**config.mk**
```make
export PLATFORM = sky130hd
export DESIGN_NAME = node_input_arbiter
export DESIGN_NICKNAME = d
export VERILOG_FILES = /design/src/rtl/node_input_arbiter.sv
export SDC_FILE = /design/constraint.sdc
export NUM_CORES = 1
export LEC_CHECK = 0
export ABC_CLOCK_PERIOD_IN_PS = 2200
export CAP_MARGIN = 5
export CORE_MARGIN = 2
export CORE_UTILIZATION = 44
export DETAILED_ROUTE_END_ITERATION = 8
export GPL_ROUTABILITY_DRIVEN = 0
export PLACE_DENSITY = 0.79
export SLEW_MARGIN = 20
export SYNTH_ARGS = -nofsm -noshare
export SYNTH_HDL_FRONTEND = slang
export SYNTH_SLANG_ARGS = --single-unit
```
**constraint.sdc**
```tcl
create_clock -name clk -period 2.2 [get_ports clk]
set_clock_uncertainty 0.05 [all_clocks]
set_input_delay 0.22 -clock clk [delete_from_list [all_inputs] [get_ports clk]]
set_output_delay 0.22 -clock clk [all_outputs]
set_load 0.01 [all_outputs]
```
**src/rtl/node_input_arbiter.sv**
```systemverilog
// Round-robin collector of nibbles from four neighbour channels into a small FIFO feeding one node port.
// Latency: a nibble accepted at edge N is visible on out_* in cycle N+1 when the FIFO was empty.
// Backpressure: in_ready depends only on grant and FIFO occupancy; a full FIFO stalls every channel regardless of out_ready.

// Generic synchronous FIFO with registered pointers and count; read data masked to zero when empty.
module nia_fifo #(
  parameter int W     = 6,
  parameter int DEPTH = 2
) (
  input  logic                     clk,
  input  logic                     rst,
  input  logic                     wr_vld,
  input  logic [W-1:0]             wr_dat,
  output logic                     full,
  output logic                     rd_vld,
  input  logic                     rd_rdy,
  output logic [W-1:0]             rd_dat,
  output logic [$clog2(DEPTH):0]   count
);
  localparam int AW = $clog2(DEPTH);
  localparam int CW = AW + 1;

  logic [W-1:0]  mem_q [DEPTH];
  logic [W-1:0]  mem_d [DEPTH];
  logic [AW-1:0] wr_ptr_q, wr_ptr_d;
  logic [AW-1:0] rd_ptr_q, rd_ptr_d;
  logic [CW-1:0] count_q, count_d;
  logic          push;
  logic          pop;

  assign full   = (count_q == CW'(DEPTH));
  assign rd_vld = (count_q != '0);
  assign push   = wr_vld && !full;
  assign pop    = rd_vld && rd_rdy;
  assign count  = count_q;
  // Head entry is exposed only while something is queued, so an empty FIFO shows zeros.
  assign rd_dat = rd_vld ? mem_q[rd_ptr_q] : '0;

  // Next-state for storage, pointers and occupancy; push and pop may coincide.
  always_comb begin
    mem_d    = mem_q;
    wr_ptr_d = wr_ptr_q;
    rd_ptr_d = rd_ptr_q;
    count_d  = count_q;
    if (push) begin
      mem_d[wr_ptr_q] = wr_dat;
      wr_ptr_d        = wr_ptr_q + 1'b1;
    end
    if (pop) begin
      rd_ptr_d = rd_ptr_q + 1'b1;
    end
    case ({push, pop})
      2'b10:   count_d = count_q + CW'(1);
      2'b01:   count_d = count_q - CW'(1);
      default: count_d = count_q;
    endcase
  end

  // State registers; reset empties the FIFO and wins over any same-cycle handshake.
  always_ff @(posedge clk) begin
    if (rst) begin
      for (int i = 0; i < DEPTH; i++) begin
        mem_q[i] <= '0;
      end
      wr_ptr_q <= '0;
      rd_ptr_q <= '0;
      count_q  <= '0;
    end else begin
      for (int i = 0; i < DEPTH; i++) begin
        mem_q[i] <= mem_d[i];
      end
      wr_ptr_q <= wr_ptr_d;
      rd_ptr_q <= rd_ptr_d;
      count_q  <= count_d;
    end
  end
endmodule

// Top: round-robin grant over four channels, accepted nibble tagged with its source index.
module node_input_arbiter #(
  parameter int WIDTH = 4,
  parameter int DEPTH = 2
) (
  input  logic                     clk,
  input  logic                     rst,
  input  logic [4*WIDTH-1:0]       in_data,
  input  logic [3:0]               in_valid,
  output logic [3:0]               in_ready,
  output logic [WIDTH-1:0]         out_data,
  output logic [1:0]               out_src,
  output logic                     out_valid,
  input  logic                     out_ready,
  output logic [$clog2(DEPTH):0]   fifo_count
);
  logic [1:0]       last_grant_q, last_grant_d;
  logic [1:0]       grant;
  logic             grant_vld;
  logic [1:0]       scan_idx;
  logic             fifo_full;
  logic             push;
  logic [WIDTH-1:0] sel_data;
  logic [WIDTH+1:0] wr_dat;
  logic [WIDTH+1:0] rd_dat;

  // Round-robin scan starting just after the last granted channel, wrapping mod 4.
  always_comb begin
    grant_vld = 1'b0;
    grant     = 2'd0;
    scan_idx  = 2'd0;
    for (int k = 0; k < 4; k++) begin
      scan_idx = last_grant_q + 2'(k + 1);
      if (!grant_vld && in_valid[scan_idx]) begin
        grant_vld = 1'b1;
        grant     = scan_idx;
      end
    end
  end

  // One-hot ready to the granted channel only, and only while the FIFO has room.
  always_comb begin
    in_ready = 4'b0000;
    if (grant_vld && !fifo_full && !rst) begin
      in_ready[grant] = 1'b1;
    end
  end

  assign push     = |(in_valid & in_ready);
  assign sel_data = in_data[int'(grant)*WIDTH +: WIDTH];
  assign wr_dat   = {grant, sel_data};

  // Priority pointer advances only when a nibble is actually accepted.
  always_comb begin
    last_grant_d = last_grant_q;
    if (push) begin
      last_grant_d = grant;
    end
  end

  // Reset points last_grant at channel 3 so channel 0 is first in line.
  always_ff @(posedge clk) begin
    if (rst) begin
      last_grant_q <= 2'd3;
    end else begin
      last_grant_q <= last_grant_d;
    end
  end

  nia_fifo #(
    .W     (WIDTH + 2),
    .DEPTH (DEPTH)
  ) u_fifo (
    .clk    (clk),
    .rst    (rst),
    .wr_vld (push),
    .wr_dat (wr_dat),
    .full   (fifo_full),
    .rd_vld (out_valid),
    .rd_rdy (out_ready),
    .rd_dat (rd_dat),
    .count  (fifo_count)
  );

  assign out_src  = rd_dat[WIDTH+1:WIDTH];
  assign out_data = rd_dat[WIDTH-1:0];
endmodule

```
# Word level (Yosys, flattened, before mapping)
# Cells that the tools add are included.
dict set report word_totals {
  mem_bits_ro 0
  register_bits 18
  latchBits 0
  word_cells 73
  in_bits 23
  ram_bits 0
  n_memories 0
}
dict set report classes {
  mux 27
  n_addsub 7
  bitwise_logic 3
  n_mul 0
  n_reduce_logical 17
  shifts 1
  div_mod_pow 0
  magnitude_cmp 9
  eq_ne 3
}
# operator n
set op_table {}
lappend op_table {{two-way mux 6 bit} 5}
lappend op_table {{variable part select 16 x 5 -> 4 bit} 1}
lappend op_table {{< comparator 2 x 3 -> 1 bit, second input constant} 5}
lappend op_table {{bitwise mux 12 bit} 1}
lappend op_table {{logical AND 1 bit} 9}
lappend op_table {{two-way mux 1 bit} 9}
lappend op_table {{binary-select mux 1 bit (select 2 bit)} 4}
lappend op_table {{two-way mux 2 bit} 4}
lappend op_table {{demux 6 bit (select 1 bit)} 1}
lappend op_table {{logical NOT 1 bit} 5}
lappend op_table {{adder 2 x 1 -> 2 bit, second input constant} 2}
lappend op_table {{adder 2 bit, second input constant} 2}
lappend op_table {{AND 4 bit} 1}
lappend op_table {{equality test 2 bit, second input constant} 2}
lappend op_table {{greater-or-equal comparator 2 bit, second input constant} 2}
lappend op_table {{two-way mux 4 bit} 1}
lappend op_table {{inverter 1 -> 2 bit} 2}
lappend op_table {{case mux 2 bit (2 select lines)} 1}
lappend op_table {{nonzero test 2 bit} 2}
lappend op_table {{OR reduction 4 bit} 1}
lappend op_table {{adder 1 bit, second input constant} 2}
lappend op_table {{demux 1 bit (select 2 bit)} 1}
lappend op_table {{equality test 2 x 1 -> 1 bit, second input constant} 1}
lappend op_table {{greater-or-equal comparator 2 x 1 -> 1 bit, second input constant} 1}
lappend op_table {{other kinds (2)} 2}

# Longest topological paths before layout
dict set report logic_depth {
  depth_word 23
  depth_mapped 7
  mapped_depth_nobuf 6
}

# By module
# A second synthesis with hierarchy kept.
dict set report unflattened {
  cells_unflattened 144
  hier_area_um2 1182.4
}
# module n_inst cells_each area_per_inst_um2
set by_module_without_submodules {}
lappend by_module_without_submodules {nia_fifo 1 90 778.2}
lappend by_module_without_submodules {node_input_arbiter 1 54 404.1}

# Worst setup path after synthesis
# No wires, ideal clock.
dict set report synth_timing {
  path_kind {register -> register}
  startpoint {register u_fifo.count_q[0] (netlist: u_fifo.count[0])}
  endpoint {register u_fifo.count_q[1] (netlist: u_fifo.count[1])}
  n_path_buf 1
  setup_slack_ns 0.336
  path_stages_with_launch 7
  synth_period_minus_slack_ns 1.864
  arrival_ns 1.744
  required_time_ns 2.079
  path_cell_list {dfxtp_1 inv_1 a221o_1 clkbuf_1 ha_1 or3_1 a21oi_1}
}
dict set report synth_between {
  elab_chain_cells 10
  word_cells_on_any_way 16
  cone_classes {2 x add/sub; 3 x eq/ne; 2 x mux; 1 x bitwise; 8 x reduce/logical}
}
# item line
set synth_rtl {}
lappend synth_rtl {{start: declaration} 27} ;# logic [CW-1:0] count_q, count_d;
lappend synth_rtl {{start signal: assignment} 74} ;# count_q <= count_d;
lappend synth_rtl {{equality test 2 bit} 31} ;# assign full = (count_q == CW'(DEPTH));
lappend synth_rtl {{logical NOT 1 bit} {33, 122}}
lappend synth_rtl {{logical AND 1 bit (2 in a row)} 122} ;# if (grant_vld && !fifo_full && !rst) begin
lappend synth_rtl {{two-way mux 4 bit} 122}
lappend synth_rtl {{AND 4 bit} 127} ;# assign push = |(in_valid & in_ready);
lappend synth_rtl {{OR reduction 4 bit} 127}
lappend synth_rtl {{logical AND 1 bit} 33} ;# assign push = wr_vld && !full;
lappend synth_rtl {{equality test 2 x 1 -> 1 bit or equality test 2 bit (tied branches)} 52} ;# case ({push, pop})
lappend synth_rtl {{case mux 2 bit (2 select lines) or nonzero test 2 bit (tied branches)} --}
# Several ways; a longest one is shown, not always the timed one.
# A chain may end at the register's enable or synchronous reset.

# Worst setup path in the final report
dict set report layout_timing {
  startpoint {input port in_valid[3]}
  endpoint {output port in_ready[1]}
}
dict set report layout_between {
  elab_chain_cells 17
  word_cells_on_any_way 30
  cone_classes {2 x order compare; 19 x mux; 9 x reduce/logical}
}
# item line
set layout_rtl {}
lappend layout_rtl {{start: declaration} 87} ;# input logic [3:0] in_valid,
lappend layout_rtl {{binary-select mux 1 bit (select 2 bit)} 112} ;# if (!grant_vld && in_valid[scan_idx]) begin
lappend layout_rtl {{two-way mux 1 bit (implied by the code)} 112}
lappend layout_rtl {{two-way mux 1 bit} 112}
lappend layout_rtl {{logical NOT 1 bit} 112}
lappend layout_rtl {{logical AND 1 bit} 112}
lappend layout_rtl {{two-way mux 1 bit} 112}
lappend layout_rtl {{logical NOT 1 bit} 112}
lappend layout_rtl {{logical AND 1 bit} 112}
lappend layout_rtl {{two-way mux 1 bit} 112}
lappend layout_rtl {{logical NOT 1 bit} 112}
lappend layout_rtl {{logical AND 1 bit} 112}
lappend layout_rtl {{two-way mux 2 bit} 112}
lappend layout_rtl {{< comparator 2 x 3 -> 1 bit (implied by the code) or greater-or-equal comparator 2 x 1 -> 1 bit (tied branches)} 123} ;# in_ready[grant] = 1'b1;
lappend layout_rtl {{logical AND 1 bit (implied by the code)} 123}
lappend layout_rtl {{two-way mux 1 bit (implied by the code)} 123}
lappend layout_rtl {{demux 1 bit (select 2 bit)} 123}
lappend layout_rtl {{two-way mux 4 bit *} 122}
lappend layout_rtl {{end: declaration} 88} ;# output logic [3:0] in_ready,
# Every way passes the cells marked *; elsewhere a longest branch is shown, timed or not. The select of a mux whose other input is x is not followed.

==> impl_metrics.env <==
export IMPL_arrival_ns=1.84
export IMPL_powerDensity_mw_per_mm2=930
export IMPL_clkLatencyLatePin_ns=0.30
export IMPL_portBuffers=35
export IMPL_r2r_start="last_grant_q[0]"
export IMPL_synth_nets=140
export IMPL_drv_slew=0
export IMPL_yosys_area_top_type="dfxtp_1"
export IMPL_slew_headroom_pct=68.4
export IMPL_reg2reg_slack_ns=0.33
export IMPL_cts_sinks=18
export IMPL_die_h_um=52.1
export IMPL_drc=0
export IMPL_synthCells=116
export IMPL_die_area_sq_mm=0.00271
export IMPL_finalCriticalPeriod_ns=2.11
export IMPL_fmax_mhz=474
export IMPL_nNetsFinal=183
export IMPL_drive_gt1_share_pct=13.9
export IMPL_final_util_pct=67.4
export IMPL_cap_violations=0
export IMPL_cpMostUsedCell="buf_4"
export IMPL_syn_area_sq_mm=0.00102
export IMPL_first_pass_iters=4
export IMPL_holdBufCountCts=0
export IMPL_wirelength_um=2370
export IMPL_cp_end_kind="output pin"
export IMPL_fp_coreArea_sq_mm=0.00219
export IMPL_num_fill_cells=198
export IMPL_min_to="u_fifo.wr_ptr_q"
export IMPL_dp_cells=181
export IMPL_instances_no_fill=186
export IMPL_htreeDepth=1
export IMPL_hp_start="u_fifo.wr_ptr_q"
export IMPL_synth_top_cell_area_share_pct=35.4
export IMPL_timing_rr_end="u_fifo.mem_q[0]"
export IMPL_synth_cell_types=26
export IMPL_synth_edf_count=0
export IMPL_rr_worst_depth=7
export IMPL_ir_drop_mv=0.577
export IMPL_worstMarginPinSlew_ns=0.475
export IMPL_fin_hold_ws_ns=0.413
export IMPL_start_util_pct=46.4
export IMPL_synth_seq_cells=18
export IMPL_cts_buffers_inserted=3
export IMPL_ys_seq_area_share_pct=35.4
export IMPL_die_w_um=52.1
export IMPL_antenna_found_initial=0
export IMPL_cts_buffer_depth=2
export IMPL_synth_top_cells_by_count="18 x dfxtp_1, 18 x mux2i_1, 18 x nor2_1"
export IMPL_hold_depth=2
export IMPL_track_usage_pct=19.3
export IMPL_cp_required_ns=1.93
export IMPL_num_io_pins=36
export IMPL_leakage_nw=0.609
export IMPL_start_kind="input port"
export IMPL_rows=17
export IMPL_clkTransAtPathRegs_ns=0.11
export IMPL_critical_path_slowest_cell="clkdlybuf4s50_1"
export IMPL_crit_fanout=3
export IMPL_setup_viol=0
export IMPL_grt_pass1_wl_um=3900
export IMPL_yosysWarnings=0
export IMPL_vias=978
export IMPL_cp_cell_sequence="clkdlybuf4s50_1, buf_4, nand2b_1, a311oi_2, buf_4, or2_2, nor2b_1, dlygate4sd2_1"
export IMPL_grt_start_max_net_pins=19
export IMPL_area_delta_synth_final_pct=45.1
export IMPL_async_flop_share_pct=0
export IMPL_wire_per_inst_um=12.7
export IMPL_status="finished, final reports clean"
export IMPL_ant_nets=0
export IMPL_synth_area_leaders="dfxtp_1 35%, mux2i_1 18%, nor2_1 6.6%"
export IMPL_drt_iter0_markers=18
export IMPL_synthFlopType="dfxtp_1"
export IMPL_syn_avg_cell_area_sq_um=8.77
export IMPL_cts_root_buffer="clkbuf_4"
export IMPL_tritoncts="built"
export IMPL_n_antenna_cell=0
export IMPL_hpwl_um=1820
export IMPL_hp_class="reg2reg"
export IMPL_crit_type="in2out"
export IMPL_finalHoldViolations=0
export IMPL_rsz0062_at_grt="false"
export IMPL_min_period_over_period_pct=95.9
export IMPL_via_per_inst=5.26
export IMPL_overflow=0
export IMPL_max_stage_delay_ns=0.43
export IMPL_grt_pass1_vias=927
## through the flow
stage	setup slack, ns	area, sq um	setup TNS, ns	total power, mW
final	0.0894	1480	0	1.37
after global routing	0.0351	1480	0	1.47
after CTS	0.102	1470	0	1.38
after detailed placement	-0.195	1430	-0.673	1.18
after global placement	-0.162	1430	-0.567	1.16
after floorplan	0.336	1020	0	0.866
## timing repair
action | in CTS | in global routing
gates resized for setup | 5 | 1
pin swaps | 1 | 0
endpoints found under the hold margin | 0 | 0
setup buffers | 1 | 0
endpoints found under the setup margin | 4 | 1
## worst max-delay path: cells and delay by family
kind / cells / cell delay (ns)
buffers and inverters: 4 / 1.01
AOI/OAI and AO/OA: 1 / 0.13
and+or+nand+nor: 3 / 0.47
## cells in the final DEF (no fill, tap or decap)
| cell | instances |
|---|---|
| clkbuf_8 | 1 |
| nand2_1 | 2 |
| clkbuf_4 | 3 |
| nor2_1 | 18 |
| nor3b_2 | 1 |
| xor2_1 | 1 |
| a21oi_1 | 4 |
| or2_2 | 2 |
| or3_1 | 1 |
| xnor2_1 | 2 |
| clkdlybuf4s50_1 | 30 |
| nor3_1 | 1 |
| nand2b_1 | 5 |
| buf_4 | 10 |
| dlygate4sd2_1 | 5 |
| nor2b_1 | 4 |
| o21ai_0 | 2 |
| mux2_2 | 4 |
| o21ai_1 | 8 |
| nand3b_1 | 8 |
| a221o_1 | 1 |
| ha_1 | 1 |
| inv_1 | 4 |
| or2_0 | 1 |
| a311oi_2 | 1 |
| mux2i_1 | 18 |
| dfxtp_1 | 18 |
| a211o_1 | 2 |
## how the worst max path moves through the flow
stage	from	slack [ns]	to
after floorplan	u_fifo.count[0]	0.34	u_fifo.count[1]
after detailed placement	in_valid[1]	-0.19	in_ready[1]
after global routing	in_valid[3]	0.04	in_ready[1]
after CTS	in_valid[3]	0.10	in_ready[1]
after global placement	in_valid[1]	-0.16	in_ready[1]
final	in_valid[3]	0.09	in_ready[1]
## registers in the layout, indices dropped and copies added, names as in the netlist
signal and flops:
last_grant_q 2, u_fifo.mem_q 12, u_fifo.rd_ptr_q 1, u_fifo.count 2, u_fifo.wr_ptr_q 1
## where the power goes
group          total [mW]  leakage [nW]  internal, mW  switching, mW
logic               0.691         0.440         0.385          0.306
clock network       0.207        0.0210         0.101          0.106
registers           0.475         0.148         0.405         0.0705
## kinds of logic after synthesis
logic type | share of synthesized area [%]
buffers and inverters | 5.04
adder cells (fa/ha/maj) | 1.23
multiplexers | 22.1
AND/OR/NAND/NOR | 22.5
AO/OA/AOI/OAI | 11.1
flip-flops | 35.4
XOR/XNOR | 2.58
## area by class of cell
| type | instances | area, sq um | area share, % |
|---|---|---|---|
| well taps | 28 | 35.0 | 2.37 |
| multi-input cells | 87 | 611 | 41.4 |
| clock buffers | 4 | 36.3 | 2.46 |
| inverters | 4 | 15.0 | 1.02 |
| repair buffers | 45 | 419 | 28.4 |
| flip-flops and latches | 18 | 360 | 24.4 |
## layer usage
metal / GRT usage, % / part of all wire, % / routed length (um) / vias to the layer above
met1: 21.9 / 40 / 948 / 449
met2: 36.3 / 52 / 1230 / 46
met5: 0 / 0 / 0 / -
met3: 3.45 / 7.5 / 179 / 2
li1: - / - / - / 481
met4: 5.26 / 0.67 / 16 / 0
No activity file was read; power rests on OpenSTA's default activity.
